==> config.mk <==
export PLATFORM = sky130hd
export DESIGN_NAME = sobel_in_block_flat
export DESIGN_NICKNAME = d
export VERILOG_FILES = /design/src/rtl/sobel_in_block_pkg.sv /design/src/rtl/sobel_in_block_if.sv /design/src/rtl/sobel_in_block_sram_pair_fetch.sv /design/src/rtl/sobel_in_block.sv /design/src/flat_wrapper.sv
export SDC_FILE = /design/constraint.sdc
export NUM_CORES = 1
export LEC_CHECK = 0
export CAP_MARGIN = 10
export CORE_AREA = 2 2 151 153
export DETAILED_ROUTE_END_ITERATION = 6
export DIE_AREA = 0 0 153 155
export PLACE_DENSITY = 0.77
export SKIP_LAST_GASP = 1
export SLEW_MARGIN = 25
export SYNTH_ARGS = -nofsm -noshare
export SYNTH_HDL_FRONTEND = slang
export SYNTH_SLANG_ARGS = --single-unit
==> constraint.sdc <==
create_clock -name clk -period 3.4 [get_ports clk]
set_clock_uncertainty 0.1 [all_clocks]
set_input_delay 0.34 -clock clk [delete_from_list [all_inputs] [get_ports clk]]
set_output_delay 0.34 -clock clk [all_outputs]
set_load 0.1 [all_outputs]
==> src/rtl/sobel_in_block_pkg.sv <==
// Shared types and constants for the SRAM pixel reader (fetch FSM states, row geometry, lane width).
package sobel_pkg;

    typedef enum logic [2:0] {
        F_IDLE,
        F_TOP,
        F_BOT,
        F_CAP,
        F_WAIT
    } fetchState_t;

    localparam int unsigned ROWSTRIDE = 256;
    localparam int unsigned ROWWORDS  = 256;
    localparam int unsigned LANE      = 8;

    // Beat k takes the 16-bit lane at bit 48-16k, which is lane index 3-k.
    function automatic logic [15:0] laneWord(input logic [63:0] w, input logic [1:0] k);
        return w[{~k, 4'b0000} +: 16];
    endfunction

endpackage

==> src/rtl/sobel_in_block_if.sv <==
// Unpacked pixel stream from the SRAM reader to the Sobel/particle stages.
interface sobel_in_block_if;
    import sobel_pkg::*;

    logic [LANE-1:0] normalisedByte1;
    logic [LANE-1:0] normalisedByte2;
    logic [LANE-1:0] normalisedByte3;
    logic [LANE-1:0] normalisedByte4;
    logic            outValid;
    logic            outReady;

    modport master (
        output normalisedByte1,
        output normalisedByte2,
        output normalisedByte3,
        output normalisedByte4,
        output outValid,
        input  outReady
    );

    modport slave (
        input  normalisedByte1,
        input  normalisedByte2,
        input  normalisedByte3,
        input  normalisedByte4,
        input  outValid,
        output outReady
    );

endinterface

==> src/rtl/sobel_in_block_sram_pair_fetch.sv <==
// Fetches top/bottom SRAM word pairs into a one-pair prefetch buffer.
module sram_pair_fetch #(
    parameter int unsigned STARTADDRESS = 0,
    parameter int unsigned ENDADDRESS   = 65536,
    parameter int unsigned ROWSTRIDE    = 256
) (
    input  logic        clk,
    input  logic        reset,
    input  logic        frameStart,
    input  logic        nextTake,
    input  logic [63:0] inData,
    output logic        re,
    output logic [19:0] rdaddr,
    output logic        nextFull,
    output logic [63:0] nextTop,
    output logic [63:0] nextBot,
    output logic        fetchIdle
);
    import sobel_pkg::*;

    localparam logic [20:0] START21  = 21'(STARTADDRESS);
    localparam logic [19:0] START20  = 20'(STARTADDRESS);
    localparam logic [20:0] END21    = 21'(ENDADDRESS);
    localparam logic [20:0] STRIDE21 = 21'(ROWSTRIDE);
    localparam logic [19:0] STRIDE20 = 20'(ROWSTRIDE);

    fetchState_t state;
    logic [20:0] addr;
    logic [20:0] advAddr;
    logic [19:0] botAddr;

    // Past the last word of a top row, jump over the bottom row already read.
    assign advAddr = (addr[7:0] == 8'(ROWWORDS - 1)) ? addr + STRIDE21 + 21'd1 : addr + 21'd1;
    assign botAddr = addr[19:0] + STRIDE20;
    assign fetchIdle = (state == F_IDLE);

    always_ff @(posedge clk) begin
        if (reset) begin
            state    <= F_IDLE;
            addr     <= '0;
            re       <= 1'b0;
            rdaddr   <= '0;
            nextFull <= 1'b0;
            nextTop  <= '0;
            nextBot  <= '0;
        end else begin
            if (nextTake) nextFull <= 1'b0;
            case (state)
                F_IDLE: begin
                    if (frameStart) begin
                        addr   <= START21;
                        re     <= 1'b1;
                        rdaddr <= START20;
                        state  <= F_TOP;
                    end
                end
                F_TOP: begin
                    re     <= 1'b1;
                    rdaddr <= botAddr;
                    state  <= F_BOT;
                end
                F_BOT: begin
                    nextTop <= inData;
                    re      <= 1'b0;
                    state   <= F_CAP;
                end
                F_CAP: begin
                    nextBot  <= inData;
                    nextFull <= 1'b1;
                    addr     <= advAddr;
                    state    <= F_WAIT;
                end
                F_WAIT: begin
                    // A buffer being drained this cycle counts as free, so the stream never bubbles.
                    if (addr >= END21) begin
                        state <= F_IDLE;
                    end else if (!nextFull || nextTake) begin
                        re     <= 1'b1;
                        rdaddr <= addr[19:0];
                        state  <= F_TOP;
                    end
                end
                default: state <= F_IDLE;
            endcase
        end
    end

endmodule

==> src/rtl/sobel_in_block.sv <==
// SRAM pixel reader: unpacks prefetched top/bottom word pairs into four 4-byte beats on a valid/ready stream.
module sobel_in_block #(
    parameter int unsigned STARTADDRESS = 0,
    parameter int unsigned ENDADDRESS   = 65536,
    parameter int unsigned ROWSTRIDE    = 256
) (
    input  logic             clk,
    input  logic             reset,
    input  logic             start,
    input  logic [63:0]      inData,
    output logic             re,
    output logic [19:0]      rdaddr,
    output logic             busy,
    output logic             done,
    sobel_in_block_if.master stream
);
    import sobel_pkg::*;

    logic        nextFull;
    logic        nextTake;
    logic        fetchIdle;
    logic        frameStart;
    logic        xfer;
    logic        lastBeat;
    logic        curFull;
    logic [1:0]  beat;
    logic [63:0] nextTop;
    logic [63:0] nextBot;
    logic [63:0] curTop;
    logic [63:0] curBot;
    logic [15:0] topLane;
    logic [15:0] botLane;

    assign frameStart = start && !busy;
    assign xfer       = curFull && stream.outReady;
    assign lastBeat   = xfer && (beat == 2'd3);
    assign nextTake   = nextFull && (!curFull || lastBeat);

    sram_pair_fetch #(
        .STARTADDRESS(STARTADDRESS),
        .ENDADDRESS  (ENDADDRESS),
        .ROWSTRIDE   (ROWSTRIDE)
    ) fetch (
        .clk       (clk),
        .reset     (reset),
        .frameStart(frameStart),
        .nextTake  (nextTake),
        .inData    (inData),
        .re        (re),
        .rdaddr    (rdaddr),
        .nextFull  (nextFull),
        .nextTop   (nextTop),
        .nextBot   (nextBot),
        .fetchIdle (fetchIdle)
    );

    always_ff @(posedge clk) begin
        if (reset) begin
            curTop  <= '0;
            curBot  <= '0;
            curFull <= 1'b0;
            beat    <= '0;
            busy    <= 1'b0;
            done    <= 1'b0;
        end else begin
            if (xfer) beat <= beat + 2'd1;
            if (nextTake) begin
                curTop  <= nextTop;
                curBot  <= nextBot;
                curFull <= 1'b1;
            end else if (lastBeat) begin
                curFull <= 1'b0;
            end
            // The fetch has already gone idle by the time the final pair's last beat leaves.
            done <= lastBeat && !nextFull && fetchIdle;
            if (frameStart) busy <= 1'b1;
            else if (done)  busy <= 1'b0;
        end
    end

    assign topLane = laneWord(curTop, beat);
    assign botLane = laneWord(curBot, beat);

    assign stream.normalisedByte1 = botLane[15:8];
    assign stream.normalisedByte2 = botLane[7:0];
    assign stream.normalisedByte3 = topLane[15:8];
    assign stream.normalisedByte4 = topLane[7:0];
    assign stream.outValid        = curFull;

endmodule

==> src/flat_wrapper.sv <==
// flat-port wrapper written by rule: the top's interface ports become plain ports
module sobel_in_block_flat import sobel_pkg::*;
#(
    parameter int unsigned STARTADDRESS = 0,
    parameter int unsigned ENDADDRESS   = 65536,
    parameter int unsigned ROWSTRIDE    = 256
)
  (clk, reset, start, inData, re, rdaddr, busy, done, stream_normalisedByte1, stream_normalisedByte2, stream_normalisedByte3, stream_normalisedByte4, stream_outValid, stream_outReady);
  sobel_in_block_if stream_i ();
  input  logic clk;
  input  logic reset;
  input  logic start;
  input  logic [63:0] inData;
  output logic re;
  output logic [19:0] rdaddr;
  output logic busy;
  output logic done;
  output wire logic [$bits(stream_i.normalisedByte1)-1:0] stream_normalisedByte1;
  output wire logic [$bits(stream_i.normalisedByte2)-1:0] stream_normalisedByte2;
  output wire logic [$bits(stream_i.normalisedByte3)-1:0] stream_normalisedByte3;
  output wire logic [$bits(stream_i.normalisedByte4)-1:0] stream_normalisedByte4;
  output wire logic [$bits(stream_i.outValid)-1:0] stream_outValid;
  input wire logic [$bits(stream_i.outReady)-1:0] stream_outReady;
  assign stream_normalisedByte1 = stream_i.normalisedByte1;
  assign stream_normalisedByte2 = stream_i.normalisedByte2;
  assign stream_normalisedByte3 = stream_i.normalisedByte3;
  assign stream_normalisedByte4 = stream_i.normalisedByte4;
  assign stream_outValid = stream_i.outValid;
  assign stream_i.outReady = stream_outReady;
  sobel_in_block #(.STARTADDRESS(STARTADDRESS), .ENDADDRESS(ENDADDRESS), .ROWSTRIDE(ROWSTRIDE)) u_core (.clk(clk), .reset(reset), .start(start), .inData(inData), .re(re), .rdaddr(rdaddr), .busy(busy), .done(done), .stream(stream_i));
endmodule
=== Word level (Yosys, flattened, before mapping) ===
Index checks and enable logic that the tools add are counted.

* Memories kept: 0
* Output and inout bits: 56
* Memory bits (read-only): 0
* Logic and storage cells: 75
* Bits in writable memories: 0
* Register bits after elaboration: 307
* Bits in latches: 0

* Bitwise logic cells: 1
* Order comparisons: 1
* Divide/modulo/power cells: 0
* Multiply operators: 0
* $add $sub $neg: 5
* Mux-type cells: 21
* Reductions and logical operators: 22
* Shifts and indexed selects: 2
* Eq/ne operators: 10

{| class="wikitable"
|+ Operators by type and width
! cell !! number
|-
| indexed part select 64 x 7 -> 16 bit || 2
|-
| 2-to-1 mux 20 bit || 3
|-
| one-hot mux 20 bit (3 select lines) || 1
|-
| adder 21 x 1 -> 21 bit (second input constant) || 2
|-
| 2-to-1 mux 21 bit || 2
|-
| one-hot mux 21 bit (2 select lines) || 1
|-
| adder 21 x 9 -> 21 bit (second input constant) || 1
|-
| >= comparator 21 x 17 -> 1 bit (second input constant) || 1
|-
| adder 20 x 9 -> 20 bit (second input constant) || 1
|-
| one-hot mux 3 bit (5 select lines) || 1
|-
| 2-to-1 mux 1 bit || 9
|-
| 2-to-1 mux 3 bit || 3
|-
| equality test 8 bit (second input constant) || 1
|-
| AND reduction 4 bit || 2
|-
| nonzero test 2 bit || 4
|-
| equality test 3 x 2 -> 1 bit (second input constant) || 2
|-
| logical AND 1 bit || 6
|-
| != test 2 bit (second input constant) || 3
|-
| one-hot mux 1 bit (4 select lines) || 1
|-
| AND reduction 2 bit || 2
|-
| nonzero test 4 bit || 1
|-
| equality test 3 x 1 -> 1 bit (second input constant) || 1
|-
| equality test 3 bit (second input constant) || 1
|-
| zero test 1 bit || 3
|-
| other kinds (7) || 8
|}

=== Longest topological paths before layout ===
* Word-level depth: 8
* Depth in mapped cells: 8
* Mapped depth without buffers: 7

=== By module ===
A second synthesis with hierarchy kept.

* Cells, all modules: 1,471
* Area total of the unflattened synthesis: 13,544.2 um^2

{| class="wikitable"
|+ Modules (own cells, without submodules)
! module !! cells an instance !! area an instance (um^2) !! seq. area each (um^2) !! instances
|-
| sram_pair_fetch || 854 || 6,804.0 || 3,483.3 || 1
|-
| sobel_in_block || 617 || 6,740.2 || 2,662.6 || 1
|}

=== Worst setup path before layout ===
OpenSTA, ideal clock, no wires.

* Kind: flip-flop to flip-flop
* From: register u_core.curFull, in the netlist u_core.stream.outValid
* To: register u_core.fetch.rdaddr[0]
* Data arrival time: 2,229 ps
* Required time: 3,230 ps
* Buffers on the path: 1
* Setup slack: 1,000 ps
* Stages on the path, launching flop included: 6
* Cells stage by stage: dfxtp_1 -> nand3_1 -> a32oi_4 -> clkbuf_1 -> nand2_1 -> a21oi_1

* Longest elaborated chain between the ends: 7

{| class="wikitable"
|+ RTL lines
! what !! RTL line !! text
|-
| start, declared || sobel_in_block.sv:25 || <nowiki>logic curFull;</nowiki>
|-
| start signal, assigned || sobel_in_block.sv:61 || <nowiki>curFull <= 1'b0;</nowiki>
|-
| start signal, assigned || sobel_in_block.sv:70 || <nowiki>curFull <= 1'b1;</nowiki>
|-
| start signal, assigned || sobel_in_block.sv:72 || <nowiki>curFull <= 1'b0;</nowiki>
|-
| logical AND 1 bit || sobel_in_block.sv:35 || <nowiki>assign xfer = curFull && stream.outReady;</nowiki>
|-
| logical AND 1 bit || sobel_in_block.sv:36 || <nowiki>assign lastBeat = xfer && (beat == 2'd3);</nowiki>
|-
| logical OR 1 bit * || sobel_in_block.sv:37 || <nowiki>assign nextTake = nextFull && (!curFull || lastBeat);</nowiki>
|-
| logical AND 1 bit * || sobel_in_block.sv:37 ||
|-
| logical OR 1 bit * || sobel_in_block_sram_pair_fetch.sv:77 || <nowiki>end else if (!nextFull || nextTake) begin</nowiki>
|-
| != test 2 bit (no line) * || -- ||
|-
| AND reduction 4 bit (no line) * || -- ||
|-
| end signal, assigned || sobel_in_block_sram_pair_fetch.sv:59 || <nowiki>rdaddr <= botAddr;</nowiki>
|-
| end signal, assigned || sobel_in_block_sram_pair_fetch.sv:79 || <nowiki>rdaddr <= addr[19:0];</nowiki>
|-
| end, declared || sobel_in_block_sram_pair_fetch.sv:13 || <nowiki>output logic [19:0] rdaddr,</nowiki>
|}

Mark *: on every way between the ends. The rest lies on a longest branch, timed or not.
A chain may end at the register's enable or synchronous reset.

=== Final worst setup path ===
* From: register u_core.beat[0]
* To: output stream_normalisedByte2[1]

* Longest elaborated chain between the ends: 2

{| class="wikitable"
|+ RTL lines
! what !! RTL line !! text
|-
| start, declared || sobel_in_block.sv:26 || <nowiki>logic [1:0] beat;</nowiki>
|-
| start signal, assigned || sobel_in_block.sv:66 || <nowiki>if (xfer) beat <= beat + 2'd1;</nowiki>
|-
| NOT 2 bit || sobel_in_block_pkg.sv:18 || <nowiki>return w[{~k, 4'b0000} +: 16];</nowiki>
|-
| indexed part select 64 x 7 -> 16 bit || sobel_in_block_pkg.sv:18 ||
|-
| end, declared || flat_wrapper.sv:19 || <nowiki>output wire logic [$bits(stream_i.normalisedByte2)-1:0] stream_normalisedByte2;</nowiki>
|}

No other way between the ends.

==> reports/qor.csv <==
stage,metric,value,unit
run_status,status,finished clean,
logic_synthesis,leading register cell type out of synthesis,dfxtp_1,
logic_synthesis,Seq cells post-synth,307,
critical_path,Critical Path AT,2.36,ns
global_routing,first-pass GRT wire length,51600,µm
final_layout,Fill cells,1868,
floorplanning,Die ar.,23700,µm²
floorplanning,Core Region,22200,µm²
clock_tree,hold-fix buffers at CTS,0,
clock_tree,CTS max path bufs,3,
clock_tree,clock transition at the registers of the reported paths,0.06,ns
sta,fin. max-slew vios,0,
detailed_routing,drt drc,0,
final_layout,layout cells sized above 1,9.84,%
power,Tot Pwr,8.20,mW
power,peak supply drop,423,µV
sta,slew at the pin closest to its max-slew limit,0.975,ns
detailed_routing,vias,10500,
floorplanning,Starting Density,53.9,%
logic_synthesis,register area share after synthesis,51.3,%
clock_tree,CTS tree,yes,
floorplanning,Die Ht,155,µm
critical_path,critical path required time,2.96,ns
detailed_routing,drt first pass iters,7,
sta,post-layout min period,2.80,ns
logic_synthesis,count of different cell masters after synthesis,57,
clock_tree,htree depth,1,
final_layout,"commonest cells after routing, fill and taps aside","545 x nand2_1, 306 x dfxtp_1, 285 x a21oi_1",
logic_synthesis,Synth top area share,51.3,%
job,max cap viols,0,
clock_tree,Worst-Skew Late Latency,0.56,ns
power,leakage power figure,4.67,nW
placed_design,Post-Place Worst Slack,0.980,ns
detailed_routing,DRT antenna net count,0,
global_routing,Tot GR Track Use,27.0,%
sta,hold_ws,0.266,ns
detailed_routing,via/cell ratio,5.77,
critical_path,Critical Path Sink Type,primary output,
final_layout,"commonest non-fill, non-tap cell in the layout",nand2_1,
global_routing,initial antenna violation count,0,
clock_tree,clk sinks,307,
critical_path,CP Class,flop to primary output,
detailed_routing,Initial DRC Count,1100,
detailed_routing,final WL,33000,µm
clock_tree,Num CTS Buffers,31,
sta,top achievable clock speed,357,MHz
logic_synthesis,largest cells by area after synthesis,"dfxtp_1 51%, nand2_1 17%, a21oi_1 12%, mux4_2 6.0%, clkbuf_1 2.7%",
sta,setup_tns,0,ns
critical_path,R2R setup slack,1.05,ns
detailed_routing,wire length per cell,18.2,µm
sta,Final Hold Fails,0,
final_layout,nets,1587,
logic_synthesis,multiplexer share of the synthesized area,6.58,%
logic_synthesis,"Net Count, Synth",1528,
critical_path,CP Max Fanout,33,
floorplanning,io pins,124,
sta,worst setup margin,0.600,ns
logic_synthesis,largest family of logic cells by synthesized area,simple AND/OR/NAND/NOR gates,
logic_synthesis,Synth Area in XOR/XNOR,0.366,%
final_layout,finished layout cell area,14200,µm²
sta,final cycle utilization of the critical path,82.3,%
sta,max_slew headroom,34.8,%
global_routing,pin count of the biggest net entering global routing,111,
power,Pwr Density,577,nW/µm²
global_routing,total congestion overflow,0,
placed_design,Buffers on Ports,123,
final_layout,n_diodes,0,
worst_hold_path,WHS Path Cells,3,
logic_synthesis,Post-synth EDFFs,0,
placed_design,GPL Wtd Cong,0.873,
sta,RSZ-0062 raised after global routing,false,
logic_synthesis,adder-cell area share of the yosys netlist,0.627,%
critical_path,worst reg-to-reg path cell count,4,
clock_tree,Setup Buffers After CTS,0,
logic_synthesis,Synth Area in Simple Gates,22.5,%
logic_synthesis,Compound-Gate Fraction of Synth Area,14.5,%
logic_synthesis,Async SR Flop Fraction,0,%
global_routing,vias in the first global route,9716,
logic_synthesis,Synth area leader,dfxtp_1,
logic_synthesis,Mean Syn Cell Area,8.23,µm²
logic_synthesis,yosys warns,0,
worst_hold_path,hold crit path type,input pin to flop,
logic_synthesis,Mapped Area,12000,µm²
floorplanning,chip width,153,µm
floorplanning,site row count,55,
clock_tree,# resized after CTS,0,
sta,final setup fails,0,
clock_tree,Root Driver,clkbuf_16,
final_layout,Area Growth Syn to Fin,18.8,%
critical_path,CP Launch Type,flop,
placed_design,"Cell Area, Placed",13200,µm²
logic_synthesis,Synth Instances,1454,
placed_design,detailed-placement wirelength estimate,21700,µm
[kinds of logic (layout without fill, tap and decap cells)]
group | after synthesis | after routing
simple gates | 658 | 658
compound gates | 321 | 321
flops | 307 | 307
buf+inv | 119 | 199
mux | 38 | 38
fa+ha+maj | 6 | 6
xor+xnor | 5 | 5
[area by class of cell]
type                    count  area (µm²)  area share [%]
repair buffers            141        1340            9.42
multi-input cells        1028        5360            37.7
flip-flops and latches    307        6150            43.2
well taps                 285         357            2.51
clock buffers              46         882            6.20
inverters                   4        15.0           0.106
clock inverters             8         119           0.836
[through the flow]
stage	instances	utilization, %
final	1819	64.0
after global placement	1765	59.5
after floorplan	1454	-
after detailed placement	1765	59.5
after CTS	1819	64.0
after global routing	1819	64.0
[path summary, 6_finish.rpt]
check / startpoint / end
min: inData[62] / u_core.fetch.nextBot[62]
max: u_core.beat[0] / stream_normalisedByte2[1]
max reg2reg: u_core.fetch.state[2] / u_core.fetch.rdaddr[14]
min reg2reg: u_core.fetch.nextTop[4] / u_core.curTop[4]
[synth_stat cells (all sizes together) (3+ instances only)]
master,instances
a21oi,285
a311oi,4
and2,3
and3,3
and4,3
buf,28
clkbuf,87
dfxtp,307
ha,6
inv,4
mux2,6
mux4,32
nand2,547
nand2b,7
nand3,27
nand4,5
nor2,25
nor2b,3
nor3,12
nor3b,3
o211ai,4
o21ai,6
o311a,3
o311ai,4
or2,3
or3,6
or4,5
xnor2,3
[critical path, cell delays in order (launching register included)]
cell and delay, ns:
dfxtp_2 0.33, buf_4 0.55, mux4_2 0.65, buf_4 0.26
[report_power, final]
part	switching (mW)	internal [mW]	leakage, nW
clock	1.39	2.01	0.492
combinational	0.678	0.285	1.70
sequential	0.0983	3.75	2.48
total	2.16	6.04	4.67
[routing by layer]
layer / wire (µm) / up-vias / track usage (%)
met4: 1080 / 0 / 8.95
met3: 2400 / 63 / 3.34
met5: 0 / - / 0
met2: 15000 / 404 / 42.7
li1: - / 4979 / -
met1: 14500 / 5050 / 38.6
[sequential cells by signal, indices dropped and copies added (netlist names)]
signal,cells
u_core.beat,2
u_core.busy,1
u_core.curBot,64
u_core.curTop,64
u_core.done,1
u_core.fetch.addr,21
u_core.fetch.nextBot,64
u_core.fetch.nextFull,1
u_core.fetch.nextTop,64
u_core.fetch.rdaddr,20
u_core.fetch.re,1
u_core.fetch.state,3
u_core.stream.outValid,1
(Power assumes the default switching activity.)
